[config.mk]
export PLATFORM = sky130hd
export DESIGN_NAME = clock_set_controller_flat
export DESIGN_NICKNAME = d
export VERILOG_FILES = /design/src/rtl/clock_set_controller_if.sv /design/src/rtl/clock_set_controller.sv /design/src/flat_wrapper.sv
export SDC_FILE = /design/constraint.sdc
export NUM_CORES = 1
export LEC_CHECK = 0
export CAP_MARGIN = 5
export CORE_ASPECT_RATIO = 0.5
export CORE_MARGIN = 1
export CORE_UTILIZATION = 55
export CTS_BUF_LIST = sky130_fd_sc_hd__clkbuf_16
export DETAILED_ROUTE_END_ITERATION = 10
export GPL_TIMING_DRIVEN = 0
export PLACE_DENSITY = 0.74
export SYNTH_ARGS = -nofsm -noshare
export SYNTH_HDL_FRONTEND = slang
export SYNTH_SLANG_ARGS = --single-unit
[constraint.sdc]
create_clock -name clk -period 7.5 [get_ports clk]
set_input_delay 1.5 -clock clk [delete_from_list [all_inputs] [get_ports clk]]
set_output_delay 1.5 -clock clk [all_outputs]
set_load 0.01 [all_outputs]
[src/rtl/clock_set_controller_if.sv]
// Button inputs, live time and edit/load outputs shared between digital_clock and its time-set controller.
interface clock_set_controller_if;
    logic       btn_mode;
    logic       btn_inc;
    logic       btn_dec;
    logic [5:0] cur_seconds;
    logic [5:0] cur_minutes;
    logic [4:0] cur_hours;
    logic       run_enable;
    logic [1:0] edit_field;
    logic       load_valid;
    logic [5:0] load_seconds;
    logic [5:0] load_minutes;
    logic [4:0] load_hours;
    logic       blink;

    modport master (
        output btn_mode, btn_inc, btn_dec, cur_seconds, cur_minutes, cur_hours,
        input  run_enable, edit_field, load_valid, load_seconds, load_minutes, load_hours, blink
    );

    modport slave (
        input  btn_mode, btn_inc, btn_dec, cur_seconds, cur_minutes, cur_hours,
        output run_enable, edit_field, load_valid, load_seconds, load_minutes, load_hours, blink
    );
endinterface

[src/rtl/clock_set_controller.sv]
// Time-set controller: conditions the three push-buttons, then edits hours/minutes/seconds in
// shadow registers and writes them back to digital_clock with a one-cycle load strobe.
module ButtonConditioner #(
    parameter int unsigned DEBOUNCE_CYCLES     = 1_000_000,
    parameter int unsigned REPEAT_DELAY_CYCLES = 25_000_000,
    parameter int unsigned REPEAT_RATE_CYCLES  = 5_000_000,
    parameter bit          REPEAT_EN           = 1'b1
) (
    input  logic clk,
    input  logic reset,
    input  logic i_raw,
    output logic o_press
);
    localparam int unsigned DB_W    = (DEBOUNCE_CYCLES > 1) ? $clog2(DEBOUNCE_CYCLES) : 1;
    localparam int unsigned REP_MAX = (REPEAT_DELAY_CYCLES > REPEAT_RATE_CYCLES) ?
                                      REPEAT_DELAY_CYCLES : REPEAT_RATE_CYCLES;
    localparam int unsigned REP_W   = $clog2(REP_MAX + 1);

    logic             r_sync1;
    logic             r_sync2;
    logic             r_level;
    logic             r_levelPrev;
    logic [DB_W-1:0]  r_dbCnt;
    logic [REP_W-1:0] r_repCnt;
    logic             r_repeating;
    logic             r_press;
    logic             w_rise;
    logic             w_repFire;

    always_ff @(posedge clk or posedge reset) begin
        if (reset) begin
            r_sync1 <= 1'b0;
            r_sync2 <= 1'b0;
        end else begin
            r_sync1 <= i_raw;
            r_sync2 <= r_sync1;
        end
    end

    // The level is only accepted after DEBOUNCE_CYCLES consecutive disagreeing samples.
    always_ff @(posedge clk or posedge reset) begin
        if (reset) begin
            r_level <= 1'b0;
            r_dbCnt <= '0;
        end else if (r_sync2 == r_level) begin
            r_dbCnt <= '0;
        end else if (r_dbCnt == DB_W'(DEBOUNCE_CYCLES - 1)) begin
            r_level <= r_sync2;
            r_dbCnt <= '0;
        end else begin
            r_dbCnt <= r_dbCnt + 1'b1;
        end
    end

    assign w_rise    = r_level & ~r_levelPrev;
    assign w_repFire = REPEAT_EN && r_level &&
                       (r_repCnt == (r_repeating ? REP_W'(REPEAT_RATE_CYCLES) : REP_W'(REPEAT_DELAY_CYCLES)));

    // r_repCnt counts cycles since the last pulse; the first gap is the delay, later ones the rate.
    always_ff @(posedge clk or posedge reset) begin
        if (reset) begin
            r_levelPrev <= 1'b0;
            r_repCnt    <= '0;
            r_repeating <= 1'b0;
            r_press     <= 1'b0;
        end else begin
            r_levelPrev <= r_level;
            r_press     <= w_rise | w_repFire;
            if (!REPEAT_EN || !r_level) begin
                r_repCnt    <= '0;
                r_repeating <= 1'b0;
            end else if (w_rise) begin
                r_repCnt    <= REP_W'(1);
                r_repeating <= 1'b0;
            end else if (w_repFire) begin
                r_repCnt    <= REP_W'(1);
                r_repeating <= 1'b1;
            end else begin
                r_repCnt <= r_repCnt + 1'b1;
            end
        end
    end

    assign o_press = r_press;
endmodule

module clock_set_controller #(
    parameter int unsigned CLOCK_FREQ          = 50_000_000,
    parameter int unsigned DEBOUNCE_CYCLES     = 1_000_000,
    parameter int unsigned REPEAT_DELAY_CYCLES = 25_000_000,
    parameter int unsigned REPEAT_RATE_CYCLES  = 5_000_000,
    parameter int unsigned BLINK_HALF_CYCLES   = 12_500_000
) (
    input logic                   clk,
    input logic                   reset,
    clock_set_controller_if.slave bus
);
    localparam int unsigned BLINK_W = (BLINK_HALF_CYCLES > 1) ? $clog2(BLINK_HALF_CYCLES) : 1;

    if (CLOCK_FREQ == 0) begin : g_badClockFreq
        $error("CLOCK_FREQ must be non-zero");
    end

    typedef enum logic [2:0] {RUN, SET_H, SET_M, SET_S, COMMIT} stateType;

    stateType           r_state;
    stateType           w_nextState;
    logic [5:0]         r_loadSeconds;
    logic [5:0]         r_loadMinutes;
    logic [4:0]         r_loadHours;
    logic               r_blink;
    logic [BLINK_W-1:0] r_blinkCnt;
    logic               w_modePress;
    logic               w_incPress;
    logic               w_decPress;
    logic               w_inSet;
    logic               w_nextInSet;
    logic               w_edit;
    logic               w_runEnable;
    logic [1:0]         w_editField;
    logic               w_loadValid;

    function automatic logic [5:0] stepSixty(input logic [5:0] value, input logic up);
        if (up) stepSixty = (value == 6'd59) ? 6'd0 : value + 6'd1;
        else    stepSixty = (value == 6'd0) ? 6'd59 : value - 6'd1;
    endfunction

    function automatic logic [4:0] stepHours(input logic [4:0] value, input logic up);
        if (up) stepHours = (value == 5'd23) ? 5'd0 : value + 5'd1;
        else    stepHours = (value == 5'd0) ? 5'd23 : value - 5'd1;
    endfunction

    ButtonConditioner #(
        .DEBOUNCE_CYCLES(DEBOUNCE_CYCLES), .REPEAT_DELAY_CYCLES(REPEAT_DELAY_CYCLES),
        .REPEAT_RATE_CYCLES(REPEAT_RATE_CYCLES), .REPEAT_EN(1'b0)
    ) u_modeButton (.clk(clk), .reset(reset), .i_raw(bus.btn_mode), .o_press(w_modePress));

    ButtonConditioner #(
        .DEBOUNCE_CYCLES(DEBOUNCE_CYCLES), .REPEAT_DELAY_CYCLES(REPEAT_DELAY_CYCLES),
        .REPEAT_RATE_CYCLES(REPEAT_RATE_CYCLES), .REPEAT_EN(1'b1)
    ) u_incButton (.clk(clk), .reset(reset), .i_raw(bus.btn_inc), .o_press(w_incPress));

    ButtonConditioner #(
        .DEBOUNCE_CYCLES(DEBOUNCE_CYCLES), .REPEAT_DELAY_CYCLES(REPEAT_DELAY_CYCLES),
        .REPEAT_RATE_CYCLES(REPEAT_RATE_CYCLES), .REPEAT_EN(1'b1)
    ) u_decButton (.clk(clk), .reset(reset), .i_raw(bus.btn_dec), .o_press(w_decPress));

    always_ff @(posedge clk or posedge reset) begin
        if (reset) r_state <= RUN;
        else       r_state <= w_nextState;
    end

    always_comb begin
        w_nextState = r_state;
        case (r_state)
            RUN:     if (w_modePress) w_nextState = SET_H;
            SET_H:   if (w_modePress) w_nextState = SET_M;
            SET_M:   if (w_modePress) w_nextState = SET_S;
            SET_S:   if (w_modePress) w_nextState = COMMIT;
            COMMIT:  w_nextState = RUN;
            default: w_nextState = RUN;
        endcase
    end

    always_comb begin
        w_runEnable = 1'b0;
        w_editField = 2'd0;
        w_loadValid = 1'b0;
        case (r_state)
            RUN:     w_runEnable = 1'b1;
            SET_H:   w_editField = 2'd1;
            SET_M:   w_editField = 2'd2;
            SET_S:   w_editField = 2'd3;
            COMMIT: begin
                w_runEnable = 1'b1;
                w_loadValid = 1'b1;
            end
            default: w_runEnable = 1'b1;
        endcase
    end

    // Mode outranks inc/dec, and opposing presses in the same cycle cancel out.
    assign w_inSet     = (r_state == SET_H) || (r_state == SET_M) || (r_state == SET_S);
    assign w_nextInSet = (w_nextState == SET_H) || (w_nextState == SET_M) || (w_nextState == SET_S);
    assign w_edit      = w_inSet && !w_modePress && (w_incPress ^ w_decPress);

    always_ff @(posedge clk or posedge reset) begin
        if (reset) begin
            r_loadSeconds <= '0;
            r_loadMinutes <= '0;
            r_loadHours   <= '0;
        end else if (r_state == RUN && w_modePress) begin
            r_loadSeconds <= bus.cur_seconds;
            r_loadMinutes <= bus.cur_minutes;
            r_loadHours   <= bus.cur_hours;
        end else if (w_edit) begin
            case (r_state)
                SET_H:   r_loadHours   <= stepHours(r_loadHours, w_incPress);
                SET_M:   r_loadMinutes <= stepSixty(r_loadMinutes, w_incPress);
                SET_S:   r_loadSeconds <= stepSixty(r_loadSeconds, w_incPress);
                default: ;
            endcase
        end
    end

    // Blink restarts lit on every field entry and accepted edit so the new value is visible at once.
    always_ff @(posedge clk or posedge reset) begin
        if (reset) begin
            r_blink    <= 1'b0;
            r_blinkCnt <= '0;
        end else if (!w_nextInSet) begin
            r_blink    <= 1'b0;
            r_blinkCnt <= '0;
        end else if ((w_nextState != r_state) || w_edit) begin
            r_blink    <= 1'b1;
            r_blinkCnt <= '0;
        end else if (r_blinkCnt == BLINK_W'(BLINK_HALF_CYCLES - 1)) begin
            r_blink    <= ~r_blink;
            r_blinkCnt <= '0;
        end else begin
            r_blinkCnt <= r_blinkCnt + 1'b1;
        end
    end

    assign bus.run_enable   = w_runEnable;
    assign bus.edit_field   = w_editField;
    assign bus.load_valid   = w_loadValid;
    assign bus.load_seconds = r_loadSeconds;
    assign bus.load_minutes = r_loadMinutes;
    assign bus.load_hours   = r_loadHours;
    assign bus.blink        = r_blink;
endmodule

[src/flat_wrapper.sv]
// flat-port wrapper written by rule: the top's interface ports become plain ports
module clock_set_controller_flat 
#(
    parameter int unsigned CLOCK_FREQ          = 50_000_000,
    parameter int unsigned DEBOUNCE_CYCLES     = 1_000_000,
    parameter int unsigned REPEAT_DELAY_CYCLES = 25_000_000,
    parameter int unsigned REPEAT_RATE_CYCLES  = 5_000_000,
    parameter int unsigned BLINK_HALF_CYCLES   = 12_500_000
)
  (clk, reset, bus_btn_mode, bus_btn_inc, bus_btn_dec, bus_cur_seconds, bus_cur_minutes, bus_cur_hours, bus_run_enable, bus_edit_field, bus_load_valid, bus_load_seconds, bus_load_minutes, bus_load_hours, bus_blink);
  clock_set_controller_if bus_i ();
  input logic clk;
  input logic reset;
  input wire logic [$bits(bus_i.btn_mode)-1:0] bus_btn_mode;
  input wire logic [$bits(bus_i.btn_inc)-1:0] bus_btn_inc;
  input wire logic [$bits(bus_i.btn_dec)-1:0] bus_btn_dec;
  input wire logic [$bits(bus_i.cur_seconds)-1:0] bus_cur_seconds;
  input wire logic [$bits(bus_i.cur_minutes)-1:0] bus_cur_minutes;
  input wire logic [$bits(bus_i.cur_hours)-1:0] bus_cur_hours;
  output wire logic [$bits(bus_i.run_enable)-1:0] bus_run_enable;
  output wire logic [$bits(bus_i.edit_field)-1:0] bus_edit_field;
  output wire logic [$bits(bus_i.load_valid)-1:0] bus_load_valid;
  output wire logic [$bits(bus_i.load_seconds)-1:0] bus_load_seconds;
  output wire logic [$bits(bus_i.load_minutes)-1:0] bus_load_minutes;
  output wire logic [$bits(bus_i.load_hours)-1:0] bus_load_hours;
  output wire logic [$bits(bus_i.blink)-1:0] bus_blink;
  assign bus_i.btn_mode = bus_btn_mode;
  assign bus_i.btn_inc = bus_btn_inc;
  assign bus_i.btn_dec = bus_btn_dec;
  assign bus_i.cur_seconds = bus_cur_seconds;
  assign bus_i.cur_minutes = bus_cur_minutes;
  assign bus_i.cur_hours = bus_cur_hours;
  assign bus_run_enable = bus_i.run_enable;
  assign bus_edit_field = bus_i.edit_field;
  assign bus_load_valid = bus_i.load_valid;
  assign bus_load_seconds = bus_i.load_seconds;
  assign bus_load_minutes = bus_i.load_minutes;
  assign bus_load_hours = bus_i.load_hours;
  assign bus_blink = bus_i.blink;
  clock_set_controller #(.CLOCK_FREQ(CLOCK_FREQ), .DEBOUNCE_CYCLES(DEBOUNCE_CYCLES), .REPEAT_DELAY_CYCLES(REPEAT_DELAY_CYCLES), .REPEAT_RATE_CYCLES(REPEAT_RATE_CYCLES), .BLINK_HALF_CYCLES(BLINK_HALF_CYCLES)) u_core (.clk(clk), .reset(reset), .bus(bus_i));
endmodule
==> impl_summary.txt <==
----------------------------------------------------
[Status]
  Outcome ... complete, no violations

[Detailed routing]
  Total wirelength of the detailed-routed design ... 18.0 mm
  1st-iter DRT viols ... 368
  Routed wire per std cell ... between 10 and 15 um
  Number of iterations in the first detailed-routing pass ... 6
  Via count ... 6908
  Ratio of routed vias to standard cells ... 5.60
  Antenna Violating Nets Remaining ... 0
  DRC violations left ... 0

[Power]
  Sequential cell fraction of total power ... 0.492
  Leak ... between 0.004 and 0.005 uW
  Total power per unit cell area ... 185 mW/mm^2
  Worst VDD drop ... about 0.17 mV
  Share of power burned in combinational logic ... 0.025
  Power share of the clock group ... 0.483
  Switching Fraction ... 0.222
  Design internal power ... approximately 1500 uW
  Sw power ... 423 uW

[Clock network]
  TritonCTS buffer count ... 17
  Root cell of the clock tree ... sky130_fd_sc_hd__clkbuf_16
  Sinks on the clock net ... 172
  # resized after CTS ... 0
  Maximum buffer depth of the clock tree ... 2
  Clock edge transition at the registers on the reported setup and hold paths ... ~0.07 ns
  Count of buffers added by post-CTS timing repair for setup ... 0
  Skew-Pair Late Insertion Delay ... 0.43 ns
  CTS tree ... yes
  Number of levels the H-tree was split into ... 4
  Quantity of hold-fixing buffers added after cts ... 0

[Worst setup path]
  Required time reported for the critical path endpoint ... about 6 ns
  Worst setup SP type ... register
  Crit-path max FO ... 10
  Arrival time at the worst endpoint ... 1.98 ns
  Class of the most critical setup path ... reg -> out
  Kind of end point of the critical path ... output pin

[Synth]
  Share of the yosys chip area belonging to registers ... 0.480
  Async set-reset flop share out of synthesis ... 1.00
  Area of the mapped netlist ... 0.00897 mm^2
  Post-synthesis area per instance ... between 9 and 10 um^2
  Count of cell types in the netlist ... around 70
  Total of warnings raised by yosys ... 0
  Main flop type after synthesis ... sky130_fd_sc_hd__dfrtp_1
  Leading cell type by number of instances after synthesis ... sky130_fd_sc_hd__nor2_1
  Top cells by instance count after synthesis ... sky130_fd_sc_hd__nor2_1 (177), sky130_fd_sc_hd__dfrtp_1 (172), sky130_fd_sc_hd__xor2_1 (79), sky130_fd_sc_hd__xnor2_1 (57), sky130_fd_sc_hd__nand3_1 (56)
  Number of instances in the synthesized netlist ... 936
  Post-Synthesis Net Count ... 974
  Number of enable-type register cells in the synthesized netlist ... 0
  Library cell occupying the most area in the post-synthesis netlist ... sky130_fd_sc_hd__dfrtp_1
  Fraction of synthesized cell area taken by the top area cell type ... 0.480
  Leading cell types by total area after synthesis ... sky130_fd_sc_hd__dfrtp_1 (48%), sky130_fd_sc_hd__xor2_1 (7.7%), sky130_fd_sc_hd__nor2_1 (7.4%)
  Number of register bits inferred by synthesis ... 172

[Placement]
  Final HPWL DP ... ~12 mm
  Port Buf Inserts ... 43
  Routability-driven placement congestion ratio ... 0.875
  Dpl cells ... roughly 1200
  Post-placement setup slack ... between 4 and 5 ns
  Placed standard-cell area ... slightly below 0.01 mm^2

[Layout]
  Share of final-layout standard cells stronger than drive strength 1 ... 0.0652
  Final standard cell area without fillers ... 0.0103 mm^2
  Post-synthesis to final-layout area growth ... 15.1%
  ANT cells ... 0
  Final-layout fill cell count ... 1209
  Share of the core filled with cells in the final layout ... 0.659
  Net total in the final layout ... 1037
  Final Non-Filler Cells ... 1233

[Floorplan]
  Die area ... between 0.015 and 0.02 mm^2
  Initial core utilization ... 0.573
  Area of the core region ... 0.0157 mm^2
  Number of top-level pins ... 44
  Chip width ... 183 um
  Std cell rows ... 32
  Die extent in y ... 92.3 um

[Global route]
  Gr usage total ... 0.229
  Gr ovfl total ... 0
  Pin count of the biggest net entering global routing ... 124
  First-pass GRT wire length ... 31.2 mm
  Number of global-route vias before repair ... 6700
  Initial antenna violation count ... 0

[Timing]
  Number of setup violations in the final report ... 0
  Crit path setup slack, layout ... 4.02 ns
  Number of pins with negative max-slew slack in the final report ... 0
  Final hold slack ... 0.348 ns
  Fmax ... 288 MHz
  Final worst path period share ... 0.463
  Slew of the pin with the lowest slew margin ... a little under 0.8 ns
  Setup skew after layout ... approximately 0.011 ns
  Minimum clock period after layout ... around 3.5 ns
  Final Hold Fails ... 0
  Headroom to the max-slew limit ... 0.467
  Unrepaired setup endpoints after global routing ... false

[Min path]
  Path type of the worst min-delay path ... reg -> reg

[Job]
  Max Cap Viol ... 0

----------------------------------------------------
sequential cells by signal (all words and copies together) (netlist names), 5 cells and up:
signal	flops
u_core.r_blinkCnt	24
u_core.bus.load_seconds	6
u_core.u_decButton.r_repCnt	25
u_core.bus.load_hours	5
u_core.u_incButton.r_repCnt	25
u_core.u_decButton.r_dbCnt	20
u_core.u_modeButton.r_dbCnt	20
u_core.bus.load_minutes	6
u_core.u_incButton.r_dbCnt	20
area by class of cell:
cell class                 count  area [um^2]  share of cell area
buffer                        32          158              0.0153
clock buffer                  17          425              0.0412
clock inverter                15          186              0.0181
inverter                      28          113              0.0109
multi-input combinational    704         4400               0.426
sequential                   172         4300               0.417
tap                          221          277              0.0268
timing repair buffer          44          458              0.0444
power groups by stage:
stage          combinational, uW  sequential, uW  clock (uW)
6_report                    47.8             938         920
5_1_grt                     55.4             939         973
4_1_cts                     50.1             938         936
3_5_place_dp                49.9             956           0
3_3_place_gp                46.7             956           0
2_1_floorplan               27.0             955           0
worst max-delay path, cell delays in order, from the launching register on:
cell,delay (ns)
sky130_fd_sc_hd__dfrtp_1,0.36
sky130_fd_sc_hd__clkbuf_1,0.21
sky130_fd_sc_hd__nor2b_1,0.37
sky130_fd_sc_hd__clkdlybuf4s50_1,0.61
cells by family after synthesis:
group / after synthesis / share of synthesized area
buffers and inverters: 60 / 0.0293
AOI/OAI and AO/OA: 88 / 0.0664
DFF: 172 / 0.480
and+or+nand+nor: 459 / 0.261
adders and majority gates: 16 / 0.0223
muxes: 5 / 0.00865
xor gates and xnor gates: 136 / 0.133
through the flow:
stage | setup TNS (ns) | power (uW)
after detailed placement | 0 | 1010
after floorplan | 0 | 982
final | 0 | 1910
after global placement | -139.22 | 1000
after CTS | 0 | 1920
after global routing | 0 | 1970
worst paths after layout:
| kind | from | to | slack, ns | cells after the start |
|---|---|---|---|---|
| worst max register to register | u_core.u_decButton.r_repCnt[9] | u_core.u_decButton.r_repCnt[17] | 5.30 | 6 |
| worst min-delay path | u_core.u_incButton.r_sync1 | u_core.u_incButton.r_sync2 | 0.35 | 0 |
| min in group asynchronous | reset | u_core.u_incButton.r_dbCnt[4] | 1.47 | 2 |
| worst min register to register | u_core.u_incButton.r_sync1 | u_core.u_incButton.r_sync2 | 0.35 | 0 |
| worst max-delay path | u_core.r_state[2] | bus_edit_field[1] | 4.02 | 3 |
| max in group asynchronous | reset | u_core.u_decButton.r_dbCnt[9] | 5.10 | 3 |
cells in the final DEF (no fill, tap or decap), types with 4 or more instances in the layout:
master                            synthesis  routed
sky130_fd_sc_hd__nor2_1                 177     177
sky130_fd_sc_hd__dfrtp_1                172     172
sky130_fd_sc_hd__xor2_1                  79      79
sky130_fd_sc_hd__xnor2_1                 57      57
sky130_fd_sc_hd__nand3_1                 56      56
sky130_fd_sc_hd__nand2_1                 53      53
sky130_fd_sc_hd__clkdlybuf4s50_1          0      43
sky130_fd_sc_hd__nand4_1                 42      42
sky130_fd_sc_hd__and3_1                  29      29
sky130_fd_sc_hd__inv_1                   28      28
sky130_fd_sc_hd__a21oi_1                 21      21
sky130_fd_sc_hd__nor3_1                  19      19
sky130_fd_sc_hd__o21ai_0                 19      19
sky130_fd_sc_hd__clkbuf_1                17      17
sky130_fd_sc_hd__clkbuf_16                0      17
sky130_fd_sc_hd__ha_1                    16      16
sky130_fd_sc_hd__nor4_1                  14      14
sky130_fd_sc_hd__nor2b_1                 13      13
sky130_fd_sc_hd__and4_1                  11      11
sky130_fd_sc_hd__buf_2                    9       9
sky130_fd_sc_hd__a211oi_1                 8       8
sky130_fd_sc_hd__nor4bb_1                 6       6
sky130_fd_sc_hd__nand2b_1                 5       5
sky130_fd_sc_hd__and2_1                   5       5
sky130_fd_sc_hd__nor4b_1                  4       4
sky130_fd_sc_hd__o21a_1                   4       4
sky130_fd_sc_hd__inv_8                    0       4
per-layer routing:
metal | wire length [um] | part of all wire | track usage | vias up
met3 | 596 | 0.033 | 0.0381 | 11
met1 | 8820 | 0.49 | 0.315 | 3378
met2 | 8380 | 0.47 | 0.374 | 139
li1 | - | - | - | 3380
met5 | 0 | 0 | 0 | -
met4 | 157 | 0.0087 | 0.0735 | 0
Power figures use the tool's default switching activity.
